<file path="src/rtl/fir_par2ser.sv">
// fir_par2ser: re-serialises 3-lane parallel FIR output triples into one time-ordered sample stream.
// Optional FIR_PAR2SER_SAT_EN: round-half-up shift by SHIFT, then saturate to OUT_W.
module fir_par2ser #(
  parameter int IN_W  = 64,
  parameter int OUT_W = 16,
  parameter int SHIFT = 15
) (
  input  logic             clk,
  input  logic             rst,
  input  logic [IN_W-1:0]  din1,
  input  logic [IN_W-1:0]  din2,
  input  logic [IN_W-1:0]  din3,
  input  logic             in_valid,
  output logic             in_ready,
  output logic [OUT_W-1:0] dout,
  output logic             out_valid,
  input  logic             out_ready,
  output logic             out_last
);
  logic [1:0] count_q, count_d, phase_q, phase_d;
  logic wr_ptr_q, wr_ptr_d, rd_ptr_q, rd_ptr_d;
  logic [IN_W-1:0] mem_q [2][3];
  logic [IN_W-1:0] sel;
  logic [OUT_W-1:0] conv;
  logic push, pop, rel;
  assign in_ready  = count_q < 2'd2;
  assign out_valid = count_q != 2'd0;
  assign out_last  = out_valid && phase_q == 2'd2;
  assign push = in_valid && in_ready;
  assign pop  = out_valid && out_ready;
  assign rel  = pop && phase_q == 2'd2;
  assign sel = phase_q == 2'd0 ? mem_q[rd_ptr_q][0] :
               phase_q == 2'd1 ? mem_q[rd_ptr_q][1] : mem_q[rd_ptr_q][2];
`ifdef FIR_PAR2SER_SAT_EN
  localparam int SW = (IN_W + 1 > OUT_W ? IN_W + 1 : OUT_W) + 1;
  logic signed [IN_W:0] rnd, sum, shr;
  logic signed [SW-1:0] ext, hi, lo;
  assign rnd = ((IN_W+1)'(1) << SHIFT) >> 1;
  assign sum = $signed({sel[IN_W-1], sel}) + rnd;
  assign shr = sum >>> SHIFT;
  assign ext = SW'(shr);
  assign hi  = {{(SW-OUT_W+1){1'b0}}, {(OUT_W-1){1'b1}}};
  assign lo  = ~hi;
  assign conv = ext > hi ? OUT_W'(hi) : ext < lo ? OUT_W'(lo) : OUT_W'(ext);
`else
  assign conv = OUT_W'($signed(sel));
`endif
  assign dout = out_valid ? conv : '0;
  always_comb begin
    count_d  = count_q + 2'(push) - 2'(rel);
    wr_ptr_d = wr_ptr_q ^ push;
    rd_ptr_d = rd_ptr_q ^ rel;
    phase_d  = pop ? (phase_q == 2'd2 ? 2'd0 : phase_q + 2'd1) : phase_q;
  end
  always_ff @(posedge clk or posedge rst) begin
    if (rst) begin
      count_q  <= '0;
      phase_q  <= '0;
      wr_ptr_q <= 1'b0;
      rd_ptr_q <= 1'b0;
    end else begin
      count_q  <= count_d;
      phase_q  <= phase_d;
      wr_ptr_q <= wr_ptr_d;
      rd_ptr_q <= rd_ptr_d;
    end
  end
  // Payload storage needs no reset; occupancy alone decides what is visible.
  always_ff @(posedge clk) begin
    if (push) begin
      mem_q[wr_ptr_q][0] <= din1;
      mem_q[wr_ptr_q][1] <= din2;
      mem_q[wr_ptr_q][2] <= din3;
    end
  end
endmodule
</file>
<file path="config.mk">
export PLATFORM = sky130hd
export DESIGN_NAME = fir_par2ser
export DESIGN_NICKNAME = d
export VERILOG_FILES = /design/src/rtl/fir_par2ser.sv
export SDC_FILE = /design/constraint.sdc
export NUM_CORES = 1
export LEC_CHECK = 0
export CAP_MARGIN = 20
export CORE_MARGIN = 5
export CORE_UTILIZATION = 39
export CTS_CLUSTER_SIZE = 24
export DETAILED_ROUTE_END_ITERATION = 7
export PLACE_DENSITY_LB_ADDON = 0.08
export SLEW_MARGIN = 15
export SYNTH_ARGS = -nofsm -noshare
export SYNTH_HDL_FRONTEND = slang
export SYNTH_SLANG_ARGS = --single-unit
</file>
<file path="constraint.sdc">
create_clock -name clk -period 2.6 [get_ports clk]
set_input_delay 0.52 -clock clk [delete_from_list [all_inputs] [get_ports clk]]
set_output_delay 0.52 -clock clk [all_outputs]
set_load 0.01 [all_outputs]
</file>
**Yosys cells after proc, flatten, opt, wreduce, memory -nomap -nowiden**

Memory sizes are Yosys's and may differ from the RTL's.
Cells that the tools add are included.

- Reduce and logical (&&, ||, !) cells: 6
- Muxes and demuxes: 6
- Add/sub/neg operators: 3
- Bitwise operators: 2
- Equal/unequal tests: 2
- Order comparisons: 1

Operators by type and width:

| operator | count |
|---|---|
| 16-bit two-way mux | 3 |
| 1-bit logical AND | 4 |
| 2-bit by 1-bit adder with 2-bit output | 1 |
| 2-bit by 1-bit adder with 2-bit output, second input constant | 1 |
| 2-bit by 1-bit equality test with 1-bit output, second input constant | 1 |
| 2-bit equality test, second input constant | 1 |
| 2-bit zero test | 1 |
| 2-bit < comparator, second input constant | 1 |
| 1-bit two-way mux | 2 |
| 2-bit two-way mux | 1 |
| 2-bit nonzero test | 1 |
| 2-bit by 1-bit subtractor with 2-bit output | 1 |
| 1-bit bitwise XOR | 2 |

- Memories kept: 1
- Logic and storage cells: 25
- Input port bits: 196
- Flip-flop bits (word level): 6
- Memory bits (writable): 384
- Output and inout port bits: 19

Memories:

| memory | depth | width | read ports | clocked after Yosys merged registers in | wr ports | RTL line | source |
|---|---|---|---|---|---|---|---|
| mem_q | 2 | 192 | 1 | 0 | 1 | 22 | `logic [IN_W-1:0] mem_q [2][3];` |

**Logic depth before layout (Yosys ltp)**

Gate-level depths: netlist of the first run.

- Depth in word-level cells: 4
- Depth in mapped cells: 8
- Gate-level depth less buffers: 7

**Worst setup path after synthesis of the first run**

No wires, ideal clock.

- Path type: register to register
- From: register count_q[1]
- To: memory mem_q[1][0] in the netlist's numbering, enable pin
- Slack: 0.343 ns
- Data required time: 2.189 ns
- Arrival time: 1.846 ns
- Path buffers: 0
- Cell stages (with the launch flop): 5
- Library setup time: 0.411 ns
- Period minus slack after synthesis: 2.257 ns
- Cell sequence: dfrtp_1 inv_1 nand2_1 inv_1 ha_1

- Cells in the longest elaborated chain, start to end: 4

Ends and longest elaborated chain:

| element | RTL line | source |
|---|---|---|
| from (decl) | 20 | `logic [1:0] count_q, count_d, phase_q, phase_d;` |
| from (signal assigned) | 62 | `count_q <= count_d;` |
| 2-bit < comparator | 26 | `assign in_ready = count_q < 2'd2;` |
| via in_ready | 14 | `output logic in_ready,` |
| 1-bit logical AND | 29 | `assign push = in_valid && in_ready;` |
| 1-bit two-way mux | 70 | `if (push) begin` |
| 1-bit two-way mux (implied by the code) | 73 | `mem_q[wr_ptr_q][2] <= din3;` |
| to (decl) | 22 |  |

The timed path passes the listed nets, and every way through them passes these cells.

**Worst setup path in the final report of the first run**

- From: register rd_ptr_q
- To: output port dout[4]

- Cells in the longest elaborated chain, start to end: 4

Ends and longest elaborated chain:

| element | RTL line | source |
|---|---|---|
| from (decl) | 21 | `logic wr_ptr_q, wr_ptr_d, rd_ptr_q, rd_ptr_d;` |
| from (signal assigned) | 65 | `rd_ptr_q <= rd_ptr_d;` |
| memory read 2 x 192 bit (*) | n/a |  |
| 16-bit two-way mux | 33 | `phase_q == 2'd1 ? mem_q[rd_ptr_q][1] : mem_q[rd_ptr_q][2];` |
| 16-bit two-way mux (*) | 32 | `assign sel = phase_q == 2'd0 ? mem_q[rd_ptr_q][0] :` |
| 16-bit two-way mux (*) | 48 | `assign dout = out_valid ? conv : '0;` |
| to (decl) | 15 | `output logic [OUT_W-1:0] dout,` |

Mark *: on every way between the ends. The rest lies on a longest branch, timed or not.

==> qor.yml, run 1 <==
fmax_mhz: 392
netlist_top_cells_count: "edfxtp_1, nor2_1, a211oi_1, mux2i_1"
ir_drop_uv: 446
grt_max_degree: 32
die-area_um2: 12500
cp_max_fo: 4
cp.required_ns: 2.08
fill_cells: 862
synth.top_cells.by_area: "edfxtp_1, mux4_1, dfrtp_1, mux2i_1, mux4_2"
post-route-drc-count: 0
initial_core_util_pct: 39.6
syn-num-nets: 420
synth_edf_count: 96
worstSkewPairLatency_ns: 0.35
gr-total-overflow: 0
yosysTopAreaCell: "edfxtp_1"
ys_ff_latch: 102
grtUsageTotal_pct: 13.1
tns_ns: 0
rows: 37
cp-end-kind: "primary output"
syn_area_um2: 4060
synth_top_area_share_pct: 71.1
core_um2: 10200
dieHeight_um: 112
ios: 215
ys_async_sr_fraction_pct: 5.88
clock_sinks: 102
htree_levels: 3
dp_slack_ns: 0.0988
drv_slew: 0
seq_area_um2: 3040
drive_above_1_share_pct: 19.7
power_density_nw_per_um2: 1010
finalCriticalPeriod_ns: 2.55
holdBufCountCts: 0
drtAntennaViolNets: 0
fin_crit_sh_pct: 98.2
avgSynthCellArea_um2: 18.4
path_class: "flop to primary output"
die_w_um: 112
post_dp_cell_area_um2: 4980
totalPowerFinal_w: 0.00530
fin_skew_ns: 0.00429
final_area_um2: 5240
yosys.cell_types.count: 30
slew_headroom_pct: 67.9
routedWlPerCell_um: 17.2
cts_tree: "yes"
crit_slowest_cell: "mux4_1"
grt_pass1_wl_um: 12600
synthFlopType: "edfxtp_1"
multi_input_area_um2: 940
syn2layout_area_growth_pct: 29.2
tightestPinTransition_ns: 0.476
dp_hpwl_um: 5100
nets: 514
hold_viol: 0
numCtsBuffers: 9
clk_pin_slew_ns: 0.09
hp-class: "input port to async pin"
critical-path-max-stage-delay_ns: 0.53
maxCapViolations: 0
rsz0062_at_grt: "yes"
firstDrtPassIters: 4
setup_viol: 0
path_cells: "buf_6 -> buf_6 -> buf_6 -> mux4_1 -> nor2_1 -> a211oi_1 -> buf_2"
clockBufferDepth: 2
yosysMostFrequentCell: "edfxtp_1"
setup_ws_ns: 0.0480
viasPerCell: 4.88
cp.arrival_ns: 2.03
portBuffers: 70
routed-via-count: 2219
grt_pass1_vias: 2471
gp_congestion: 0.709
yosysWarnings: 0
syn_inst: 220
cp_common_cell: "buf_6"
antenna_found_initial: 0
antennaDiodeCount: 0
crit_path_start_kind: "flop"
yosysSeqAreaShare_pct: 74.8
routed_wirelength_um: 7820
drtIter0Drc: 66
outcome: "completed"
p_leak_nw: 1.87
cts_root_buf: "clkbuf_8"
metrics by stage:
| step | utilization [%] | hold WS, ns | cells |
|---|---|---|---|
| 4_1_cts | 50.9 | 0.372 | 452 |
| 3_5_place_dp | 48.7 | 0.532 | 431 |
| 5_1_grt | 51.2 | 0.402 | 455 |
| 3_3_place_gp | 48.7 | 0.533 | 431 |
| 2_1_floorplan | - | 0.311 | 220 |
| 6_report | 51.2 | 0.387 | 455 |
report_power, final:
group	switching (W)	total (W)	internal, W	leakage (nW)
Combinational	0.00110	0.00218	0.00109	0.835
Sequential	0.0000967	0.00227	0.00217	0.952
Clock	0.000509	0.000848	0.000340	0.0801
sequential cells by signal (all words and copies together) (netlist names):
register,flops
mem_q,96
phase_q,2
rd_ptr_q,1
count_q,2
wr_ptr_q,1
cell families after synthesis:
kind of cell / synth area share, %
flip-flops: 74.8
AND/OR/NAND/NOR: 4.57
AO/OA/AOI/OAI: 4.75
multiplexers: 11.1
buffers and inverters: 2.90
adder cells (fa/ha/maj): 1.23
XOR/XNOR: 0.648
layer usage:
| metal | vias up | track usage (%) | share of wire, % |
|---|---|---|---|
| met1 | 1103 | 16.3 | 44 |
| met4 | 0 | 3.61 | 0.97 |
| li1 | 1056 | - | - |
| met3 | 6 | 5.00 | 5.9 |
| met5 | - | 0 | 0 |
| met2 | 54 | 21.6 | 49 |
final timing paths:
path	depth (start not counted)	slack, ns	startpoint	end
setup / recovery	7	0.05	rd_ptr_q$_DFF_PP0_	dout[4]
hold / removal	2	0.39	rst	wr_ptr_q$_DFF_PP0_
setup reg to reg	7	0.70	count_q[1]$_DFF_PP0_	count_q[1]$_DFF_PP0_
hold reg to reg	1	0.54	count_q[1]$_DFF_PP0_	count_q[1]$_DFF_PP0_
max in group asynchronous	2	1.99	rst	phase_q[1]$_DFFE_PP0P_
min in group clk	1	0.54	count_q[1]$_DFF_PP0_	count_q[1]$_DFF_PP0_
cells in the final DEF, fill, tap and decap left out, types with 6 or more instances in the layout:
cell type	instances
a211oi_1	8
buf_4	19
clkbuf_8	9
clkdlybuf4s50_1	56
dlygate4sd2_1	10
edfxtp_1	96
inv_1	7
mux2i_1	11
mux4_1	6
nand2_1	7
nor2_1	12
o21ai_0	7
area by class of cell:
cell class	count	share of cell area (%)
Tap cell	136	3.25
Clock inverter	7	0.788
Multi-Input combinational cell	99	17.9
Clock buffer	9	2.36
Timing Repair Buffer	95	17.2
Inverter	7	0.501
Sequential cell	102	57.9
worst max-delay path, delay by kind of cell, from the launching register on:
| kind | cells | cell delay [ns] |
|---|---|---|
| AO/OA/AOI/OAI | 1 | 0.08 |
| buffers and inverters | 4 | 0.51 |
| flip-flops | 1 | 0.43 |
| multiplexers | 1 | 0.53 |
| AND/OR/NAND/NOR | 1 | 0.13 |
timing repair:
item / CTS / global route
pin swaps: 1 / 1
resized for setup: 33 / 4
buffers inserted: 5 / 3
endpoints found under the setup margin: 16 / 8
Note: power is estimated with default switching activity, not from simulation.
==> run 2, diff against run 1 <==
--- a/config.mk
+++ b/config.mk
@@ -10,6 +10,7 @@
 export CORE_UTILIZATION = 39
 export CTS_CLUSTER_SIZE = 24
 export DETAILED_ROUTE_END_ITERATION = 7
+export HOLD_SLACK_MARGIN = 0.15
 export PLACE_DENSITY_LB_ADDON = 0.08
 export SLEW_MARGIN = 15
 export SYNTH_ARGS = -nofsm -noshare
==> results of run 2 <==
The final DEF is identical to that of run 1; final timing and power are the same.
==> run 3, diff against run 2 <==
--- a/config.mk
+++ b/config.mk
@@ -6,7 +6,7 @@
 export NUM_CORES = 1
 export LEC_CHECK = 0
 export CAP_MARGIN = 20
-export CORE_MARGIN = 5
+export CORE_MARGIN = 2
 export CORE_UTILIZATION = 39
 export CTS_CLUSTER_SIZE = 24
 export DETAILED_ROUTE_END_ITERATION = 7
==> run 3 against run 2 <==
  * Largest cell class unchanged
  * Sequential power hardly changed
  * The flow now finishes with violations (negative setup slack)
  * Utilization increased by 0.13 points
  * Highest routed layer unchanged
  * Clock power increased by 17%
==> qor.yml, run 3 (synthesized netlist as in run 1, its figures left out) <==
dieHeight_um: 106  # was 112 um
utilization_pct: 51.4  # was 51.2%
regMostFlops: "mem_q"  # unchanged
grt_pass1_vias: 2219  # was 2471
rsz0062_at_grt: "yes"  # unchanged
path_delay_family: "buffers and inverters"  # was multiplexers
crit_path_start_kind: "flop"  # unchanged
fin_crit_sh_pct: 101  # was 98.2%
core_um2: 10200  # unchanged
rows: 37  # unchanged
fill_cells: 894  # was 862
die_w_um: 106  # was 112 um
tightestPinTransition_ns: 0.526  # was 0.476 ns
rrSetupSlack_ns: 0.64  # was 0.70 ns
clockBufferDepth: 2  # unchanged
routedWlPerCell_um: 16.8  # was 17.2 um
clock_sinks: 102  # unchanged
gr-total-overflow: 0  # unchanged
drtAntennaViolNets: 0  # unchanged
hp-class: "input port to async pin"  # unchanged
ios: 215  # unchanged
grtUsageTotal_pct: 14.1  # was 13.1%
holdBufCountCts: 0  # unchanged
fin_skew_ns: 0.0103  # was 0.00429 ns
critical-path-max-stage-delay_ns: 0.55  # was 0.53 ns
grt_max_degree: 28  # was 32
finalCriticalPeriod_ns: 2.64  # was 2.55 ns
setup_ws_ns: -0.0376  # was 0.0480 ns
dp_hpwl_um: 5060  # was 5100 um
viasPerCell: 4.90  # was 4.88
multi_input_area_um2: 948  # was 940 um^2
nets: 513  # was 514
post-route-drc-count: 0  # unchanged
reg_top3: "mem_q x96, count_q x2, phase_q x2"  # unchanged
initial_core_util_pct: 39.6  # unchanged
numCtsBuffers: 9  # unchanged
reg2reg_to: "count_q[1]$_DFF_PP0_"  # unchanged
firstDrtPassIters: 4  # unchanged
fmax_mhz: 379  # was 392 MHz
drv_slew: 0  # unchanged
maxCapViolations: 0  # unchanged
syn2layout_area_growth_pct: 29.5  # was 29.2%
worstSkewPairLatency_ns: 0.36  # was 0.35 ns
setup_viol: 2  # was 0
cts_tree: "yes"  # unchanged
ir_drop_uv: 378  # was 446 uV
portBuffers: 70  # unchanged
dp.cells: 432  # was 431
r2r-start: "count_q[1]$_DFF_PP0_"  # unchanged
path_buf_inv: 3  # was 4
cp.arrival_ns: 2.12  # was 2.03 ns
slew_headroom_pct: 64.6  # was 67.9%
stdcell_count: 454  # was 455
path_class: "flop to primary output"  # unchanged
reg2reg_depth: 7  # unchanged
layout_commonest_cell: "edfxtp_1"  # unchanged
largest_reg_flops: 96  # unchanged
seq_area_um2: 3030  # was 3040 um^2
antennaDiodeCount: 0  # unchanged
crit_slowest_cell: "clkdlybuf4s50_1"  # was mux4_1
outcome: "finished with violations"  # was completed
drtIter0Drc: 48  # was 66
cp_max_fo: 12  # was 4
cp-end-kind: "primary output"  # unchanged
violations: "negative setup slack"
dp_slack_ns: 0.132  # was 0.0988 ns
routed-via-count: 2226  # was 2219
layout_common_cells: "edfxtp_1, clkdlybuf4s50_1, buf_4"  # unchanged
die-area_um2: 11200  # was 12500 um^2
drive_above_1_share_pct: 22.0  # was 19.7%
power_density_nw_per_um2: 1030  # was 1010 nW/um^2
antenna_found_initial: 0  # unchanged
gp_congestion: 0.745  # was 0.709
post_dp_cell_area_um2: 4980  # about the same
hold_viol: 0  # unchanged
grt_pass1_wl_um: 11800  # was 12600 um
routed_wirelength_um: 7620  # was 7820 um
final_area_um2: 5250  # was 5240 um^2
p_leak_nw: 1.91  # was 1.87 nW
cp.required_ns: 2.08  # about the same
htree_levels: 3  # unchanged
clk_pin_slew_ns: 0.10  # was 0.09 ns
cts_root_buf: "clkbuf_8"  # unchanged
path_cells: "buf_8 -> buf_4 -> mux2_1 -> nand2_1 -> a31oi_1 -> clkdlybuf4s50_1"  # was buf_6 -> buf_6 -> buf_6 -> mux4_1 -> nor2_1 -> a211oi_1 -> buf_2
==> run 3: report_power, final <==
group / switching, W / total [W] / internal [W]
registers: 0.0000983 / 0.00227 / 0.00217
logic: 0.00109 / 0.00216 / 0.00107
clock network: 0.000542 / 0.000994 / 0.000452
==> run 3: layer usage <==
metal	share of wire (%)	wire length (um)	GRT usage, %	vias to the layer above
met5	0	0	0	-
met4	1.9	143	6.20	0
li1	-	-	-	1051
met3	4.8	363	2.88	12
met2	46	3540	21.6	58
met1	47	3570	19.6	1105
==> run 3: timing repair <==
| action | CTS | global route |
|---|---|---|
| setup buffers | 2 | 4 |
| setup endpoints to repair | 16 | 14 |
| resized for setup | 16 | 27 |
==> run 3: worst max path at each step <==
stage	startpoint	end	slack, ns	depth (start not counted)
final	rd_ptr_q$_DFF_PP0_	dout[10]	-0.04	6
after global routing	rd_ptr_q$_DFF_PP0_	dout[10]	-0.12	6
after CTS	rd_ptr_q$_DFF_PP0_	dout[15]	-0.19	5
after detailed placement	rd_ptr_q$_DFF_PP0_	dout[11]	0.13	5
after global placement	rd_ptr_q$_DFF_PP0_	dout[8]	0.14	5
after floorplan	count_q[1]$_DFF_PP0_	mem_q[1][0]$_DFFE_PP_	0.34	4
==> run 3: through the flow <==
| step | power [W] | hold WS, ns | TNS (ns) |
|---|---|---|---|
| 2_1_floorplan | 0.00352 | 0.311 | 0 |
| 3_3_place_gp | 0.00445 | 0.530 | 0 |
| 3_5_place_dp | 0.00446 | 0.527 | 0 |
| 4_1_cts | 0.00545 | 0.374 | -0.916 |
| 5_1_grt | 0.00576 | 0.390 | -0.253 |
| 6_report | 0.00543 | 0.374 | -0.0455 |
==> run 3: final cells by class <==
class	count	area share [%]
Sequential cell	102	57.8
Timing Repair Buffer	94	16.7
Multi-Input combinational cell	99	18.1
Clock inverter	6	1.33
Inverter	7	0.500
Clock buffer	10	2.43
Tap cell	136	3.24
